--- config.mk ---
export PLATFORM = sky130hd
export DESIGN_NAME = uart_rx
export DESIGN_NICKNAME = d
export VERILOG_FILES = /design/src/rtl/uart_pkg.sv /design/src/rtl/uart_sync.sv /design/src/rtl/uart_rx.sv
export SDC_FILE = /design/constraint.sdc
export NUM_CORES = 1
export LEC_CHECK = 0
export BUFFER_PORTS_ARGS = -buffer_cell sky130_fd_sc_hd__buf_4
export CORE_UTILIZATION = 28
export CTS_CLUSTER_SIZE = 8
export DETAILED_ROUTE_END_ITERATION = 8
export PLACE_DENSITY = 0.52
export REMOVE_ABC_BUFFERS = 1
export SLEW_MARGIN = 15
export SYNTH_ARGS = -nofsm -noshare
export SYNTH_HDL_FRONTEND = slang
export SYNTH_SLANG_ARGS = --single-unit
--- constraint.sdc ---
create_clock -name clk -period 2.3 [get_ports clk]
set_input_delay 0.23 -clock clk [delete_from_list [all_inputs] [get_ports clk]]
set_output_delay 0.23 -clock clk [all_outputs]
set_load 0.01 [all_outputs]
--- src/rtl/uart_pkg.sv ---
// Shared definitions for the UART receiver and transmitter.
package uart_pkg;

    localparam int DEFAULT_CLKS_PER_BIT = 434;  // 50 MHz clock, 115200 baud
    localparam int DATA_BITS            = 8;

    // Frame-level FSM states; the transmitter uses the subset it needs.
    typedef enum logic [2:0] {
        IDLE    = 3'd0,
        START   = 3'd1,
        DATA    = 3'd2,
        STOP    = 3'd3,
        RECOVER = 3'd4
    } uart_state_e;

endpackage

--- src/rtl/uart_sync.sv ---
// Two-flop synchronizer for the asynchronous serial line (resets to idle-high).
module uart_sync (
    input  logic clk,
    input  logic rst_n,
    input  logic d,
    output logic q
);

    logic meta_reg;
    logic sync_reg;

    // Two back-to-back flops; both reset high so a reset never looks like a start edge.
    always_ff @(posedge clk or negedge rst_n) begin
        if (!rst_n) begin
            meta_reg <= 1'b1;
            sync_reg <= 1'b1;
        end else begin
            meta_reg <= d;
            sync_reg <= meta_reg;
        end
    end

    assign q = sync_reg;

endmodule

--- src/rtl/uart_rx.sv ---
// 8N1 serial receiver with mid-bit sampling, glitch rejection and break recovery.
module uart_rx
    import uart_pkg::*;
#(
    parameter int CLKS_PER_BIT = DEFAULT_CLKS_PER_BIT,
    parameter int DATA_BITS    = uart_pkg::DATA_BITS
) (
    input  logic                 clk,
    input  logic                 rst_n,
    input  logic                 rx,
    output logic [DATA_BITS-1:0] data_out,
    output logic                 valid,
    output logic                 frame_err,
    output logic                 busy
);

    localparam int CW = $clog2(CLKS_PER_BIT);
    localparam int BW = $clog2(DATA_BITS);
    localparam logic [CW-1:0] LAST_CNT = CW'(CLKS_PER_BIT - 1);
    localparam logic [CW-1:0] HALF_CNT = CW'(CLKS_PER_BIT / 2 - 1);
    localparam logic [BW-1:0] LAST_BIT = BW'(DATA_BITS - 1);

    logic                 rx_s;
    uart_state_e          state_reg;
    logic [CW-1:0]        cnt_reg;
    logic [BW-1:0]        bit_reg;
    logic [DATA_BITS-1:0] shift_reg;
    logic [DATA_BITS-1:0] data_reg;
    logic                 valid_reg;
    logic                 ferr_reg;

    uart_sync u_sync (
        .clk   (clk),
        .rst_n (rst_n),
        .d     (rx),
        .q     (rx_s)
    );

    // Frame FSM: half a bit into the start bit to centre, then one full bit per sample.
    always_ff @(posedge clk or negedge rst_n) begin
        if (!rst_n) begin
            state_reg <= IDLE;
            cnt_reg   <= '0;
            bit_reg   <= '0;
            shift_reg <= '0;
            data_reg  <= '0;
            valid_reg <= 1'b0;
            ferr_reg  <= 1'b0;
        end else begin
            valid_reg <= 1'b0;
            ferr_reg  <= 1'b0;
            case (state_reg)
                IDLE: begin
                    cnt_reg <= '0;
                    if (!rx_s) begin
                        state_reg <= START;
                    end
                end
                START: begin
                    if (cnt_reg == HALF_CNT) begin
                        cnt_reg   <= '0;
                        bit_reg   <= '0;
                        // A line already back high at mid-start is a glitch, not a frame.
                        state_reg <= rx_s ? IDLE : DATA;
                    end else begin
                        cnt_reg <= cnt_reg + CW'(1);
                    end
                end
                DATA: begin
                    if (cnt_reg == LAST_CNT) begin
                        cnt_reg   <= '0;
                        shift_reg <= {rx_s, shift_reg[DATA_BITS-1:1]};
                        if (bit_reg == LAST_BIT) begin
                            state_reg <= STOP;
                        end else begin
                            bit_reg <= bit_reg + BW'(1);
                        end
                    end else begin
                        cnt_reg <= cnt_reg + CW'(1);
                    end
                end
                STOP: begin
                    if (cnt_reg == LAST_CNT) begin
                        cnt_reg <= '0;
                        if (rx_s) begin
                            data_reg  <= shift_reg;
                            valid_reg <= 1'b1;
                            state_reg <= IDLE;
                        end else begin
                            ferr_reg  <= 1'b1;
                            state_reg <= RECOVER;
                        end
                    end else begin
                        cnt_reg <= cnt_reg + CW'(1);
                    end
                end
                RECOVER: begin
                    // Wait out a break; only a return to idle-high re-arms start detection.
                    cnt_reg <= '0;
                    if (rx_s) begin
                        state_reg <= IDLE;
                    end
                end
                default: begin
                    cnt_reg   <= '0;
                    state_reg <= IDLE;
                end
            endcase
        end
    end

    assign data_out  = data_reg;
    assign valid     = valid_reg;
    assign frame_err = ferr_reg;
    assign busy      = (state_reg != IDLE);

endmodule

Yosys cells after proc, flatten, opt, wreduce, memory -nomap -nowiden. Cells that the tools add are included.

Add/subtract/negate cells: 2. Equality and inequality tests: 14. Mux-type cells: 22. Reductions and logical operators: 8.

Operators with widths (count): two-way mux 3 bit (10); two-way mux 9 bit (2); one-hot mux 9 bit (2 select lines) (1); one-hot mux 3 bit (5 select lines) (1); != test 2 bit (second input constant) (6); adder 9 x 1 -> 9 bit (second input constant) (1); == test 9 x 8 -> 1 bit (second input constant) (1); == test 9 bit (second input constant) (1); == test 3 x 2 -> 1 bit (second input constant) (2); == test 3 bit (second input constant) (2); two-way mux 1 bit (6); one-hot mux 3 bit (2 select lines) (1); AND reduction 6 bit (1); AND reduction 4 bit (1); adder 3 x 1 -> 3 bit (second input constant) (1); == test 3 x 1 -> 1 bit (second input constant) (1); logical NOT 3 bit (1); AND reduction 3 bit (1); nonzero test 3 bit (1); two-way mux 2 bit (1); != test 2 x 1 -> 1 bit (second input constant) (1); AND reduction 2 bit (1); nonzero test 2 bit (1); OR reduction 2 bit (1).

Register bits: 35. Bits of input ports: 3. Output and inout bits: 11.

Longest topological paths before layout.
Word-level depth: 4. Depth in mapped cells: 7. Gate-level depth less buffers: 6.

Cells and area by module. From an unflattened synthesis, not the netlist that was laid out.

Cell total of the unflattened synthesis: 126. Area, all modules: 1590.3 µm².

Modules (own cells, without submodules): uart_rx (times used 1, cells an instance 124, area an instance 1537.7 µm², sequential area each 825.8 µm²); uart_sync (times used 1, cells an instance 2, area an instance 52.6 µm², sequential area each 52.6 µm²).

Worst setup path before layout. No wires, ideal clock.

Path kind: reg-to-reg. Start point: reg cnt_reg[1]. End point: reg bit_reg[0]. Library setup time: 0.125 ns. Arrival: 1.740 ns. Setup slack: 0.435 ns. Stages on the path, launching flop included: 7. Buffers on the path: 0. Clock period less this slack: 1.865 ns. Cell sequence: dfrtp_1 -> inv_1 -> ha_1 -> nand4b_4 -> or2_4 -> o41ai_4 -> mux2_4.

Longest elaborated chain between the ends: 3.

RTL lines: from (decl) (RTL line uart_rx.sv:25) `logic [CW-1:0] cnt_reg;`; from (signal assigned) (RTL line uart_rx.sv:66) `cnt_reg <= cnt_reg + CW'(1);`; from (signal assigned) (RTL line uart_rx.sv:79) `cnt_reg <= cnt_reg + CW'(1);`; from (signal assigned) (RTL line uart_rx.sv:94) `cnt_reg <= cnt_reg + CW'(1);`; == test 9 bit or == test 9 x 8 -> 1 bit (tied branches) (RTL line uart_rx.sv:70, uart_rx.sv:60); != test 2 bit (no source line); AND reduction 4 bit (no source line) *; to (signal assigned) (RTL line uart_rx.sv:76) `bit_reg <= bit_reg + BW'(1);`; to (decl) (RTL line uart_rx.sv:26) `logic [BW-1:0] bit_reg;`.

Mark *: on every way between the ends. The rest lies on a longest branch, timed or not. A chain may end at the register's enable or synchronous reset.

Final worst setup path.
Start point: reg cnt_reg[1]. End point: reg data_reg[6], in the netlist data_out[6].

Longest elaborated chain between the ends: 2.

RTL lines: == test 9 bit (RTL line uart_rx.sv:83) `if (cnt_reg == LAST_CNT) begin`; AND reduction 3 bit (no source line); to (signal assigned) (RTL line uart_rx.sv:86) `data_reg <= shift_reg;`; to (decl) (RTL line uart_rx.sv:28) `logic [DATA_BITS-1:0] data_reg;`.

Every way passes these cells.

==> metrics.txt <==
status finished, final reports clean; CTS Buf Count 5; worst hold path type input port to flop; fin nets 151; Switching Share 19.09%; die extent in x 78.57 µm; fill count 551; DR iter-0 viols 52; Final Skew 0.01383 ns; Hold Worst Slack 0.05342 ns; initial antenna violation count 0; Syn Area/Cell approximately 13 µm²; final WL between 2000 and 3000 µm; area grow syn2layout 17.99%; Clock power frac a little under half; Antenna Nets Post-Route 0; setup TNS after final layout 0 ns; Sequential Power Share 51.6%; clock-pin slew on the worst setup and hold paths 0.08 ns; Combinational Power Share 1.2%; WS Path Type flop to flop; # setup viols final 0; GRT overflow 0; Sink Count 35; FF+latch area between 800 and 900 µm²; CTS tree yes; die area 6173 µm²; MaxCap Viol Count 0; via count ~1000; final hold vios 0; Power Density 620.6 nW/µm²; number of synthesized flops with an enable pin 0; Seq/Total Area, Yosys 53.51%; count of input and output buffers 13; IO Pins 14; Setup crit end kind flop; Via density 4.657; Ys Warns 0; Ant. Diodes 0; clock buffer depth 2; minimum clock period approximately 2.1 ns; slew at the pin closest to its max-slew limit 0.4557 ns; Max Clk Rate 469.9 MHz; Clk Latency, worst-skew pair 0.29 ns; DP Wirelength 2028 µm; chip height 78.57 µm; Post-CTS Setup Inserts 0; CP Launch Type flop; Mapped Cells 125; R2R setup slack between 0.15 and 0.2 ns; RSZ-0062 raised after global routing false; Final Max Tran Viols 0; Core Rows 27; RD Place Congestion 0.7510; worst path required time about 2.5 ns; crit share post-route 92.53%; highest ir drop seen on vdd 212.8 µV; synth unique cells 38; Core Area between 5000 and 6000 µm²; largest net degree at the start of global routing 36; most common cell after layout, fill and taps aside dfrtp_1; drt first pass iters 4; GRT Total Usage between 10 and 15%; clock root buffer master clkbuf_8; Starting Density between 20% and 30%; commonest register cell after synthesis dfrtp_1; async set-reset flop share out of synthesis 100.0%; internal power approximately 1 mW; post-synthesis cell area approximately 1600 µm²; fin util 34.75%; ratio of cells with drive above 1 in the final layout 34.03%; area of the multi-input gates 724.4 µm²; commonest non-fill, non-tap cells in the layout 33 x dfrtp_1, 16 x mux2_2, 13 x buf_4; CP max FO 9; overall power 1.202 mW; relative slew slack 69.52%; Critical Path AT 2.30 ns; wire length of the first global-routing pass 5181 µm; Switch Pwr 0.2295 mW; Residual DRC 0; drt wl/cell 13.49 µm; number of flip-flops in the largest register 9; H-tree depth 2; Pleak 0.9243 nW; Seq cells post-synth 35; vias in the first global route 1070
[path summary, 6_finish.rpt]
check,cells after the start,from,to
worst max-delay path,6,cnt_reg[1]$_DFF_PN0_,data_out[6]$_DFFE_PN0P_
worst min-delay path,1,rx,u_sync.meta_reg$_DFF_PN1_
worst max register to register,6,cnt_reg[1]$_DFF_PN0_,data_out[6]$_DFFE_PN0P_
worst min register to register,0,u_sync.meta_reg$_DFF_PN1_,u_sync.q$_DFF_PN1_
max in group asynchronous,2,rst_n,u_sync.q$_DFF_PN1_
min in group asynchronous,2,rst_n,frame_err$_DFF_PN0_
[logic make-up (layout without fill, tap and decap cells)]
| kind of cell | after synthesis | count (layout) | synth area share [%] |
|---|---|---|---|
| compound gates | 8 | 8 | 5.336 |
| xor+xnor | 7 | 7 | 3.735 |
| fa+ha+maj | 5 | 5 | 3.811 |
| buf+inv | 8 | 27 | 2.362 |
| flops | 35 | 35 | 53.51 |
| mux | 19 | 19 | 13.11 |
| simple gates | 43 | 43 | 18.14 |
[through the flow]
stage	instances	cell area, µm²	worst slack [ns]
final	216	1937	0.1719
after global routing	216	1937	0.04637
after CTS	216	1937	0.1597
after detailed placement	207	1809	0.1934
after global placement	207	1809	0.2901
after floorplan	122	1622	0.4345
[power groups by stage]
stage	combinational, mW	sequential (mW)	clock, mW
after global placement	0.0144	0.632	0
after global routing	0.0177	0.620	0.611
final	0.0149	0.620	0.567
after CTS	0.0161	0.620	0.588
after floorplan	0.0000316	0.631	0
after detailed placement	0.0148	0.632	0
[worst max-delay path: stages, from the launching register on]
cell	delay, ns
dfrtp_1	0.44
inv_1	0.10
ha_1	0.19
nand4b_4	0.12
nor3_4	0.25
and4_1	0.52
mux2_2	0.39
[final cells by class]
cell class | count | area share [%]
flip-flops and latches | 35 | 45.35
multi-input cells | 82 | 37.40
repair buffers | 14 | 5.556
well taps | 72 | 4.651
clock buffers | 6 | 4.264
clock inverters | 2 | 1.809
inverters | 5 | 0.9690
[what timing repair did]
| item | CTS | global route |
|---|---|---|
| gates resized for setup | 0 | 0 |
| hold buffers | 1 | 0 |
| endpoints found under the hold margin | 33 | 0 |
[routing by layer]
metal | vias up | global-route usage [%] | wire length, µm
met5 | - | 0 | 0
met4 | 0 | 6.111 | 74
met3 | 8 | 2.442 | 89
met2 | 21 | 16.78 | 1397
met1 | 502 | 14.61 | 1352
li1 | 475 | - | -
[synthesized netlist by cell type, types with 2 or more instances]
| cell type | count | area, µm² |
|---|---|---|
| dfrtp_1 | 33 | 825.8 |
| mux2_2 | 16 | 180.2 |
| nor2_1 | 12 | 45.04 |
| xor2_1 | 6 | 52.55 |
| ha_1 | 5 | 62.56 |
| inv_1 | 5 | 18.77 |
| nand2_1 | 5 | 18.77 |
| nand3_1 | 4 | 20.02 |
| nand2b_1 | 3 | 18.77 |
| nand4_1 | 3 | 18.77 |
| buf_4 | 2 | 15.01 |
| dfstp_2 | 2 | 52.55 |
| mux2i_1 | 2 | 20.02 |
| nor2b_1 | 2 | 12.51 |
| nor3_4 | 2 | 32.53 |
Power figures use the tool's default switching activity.
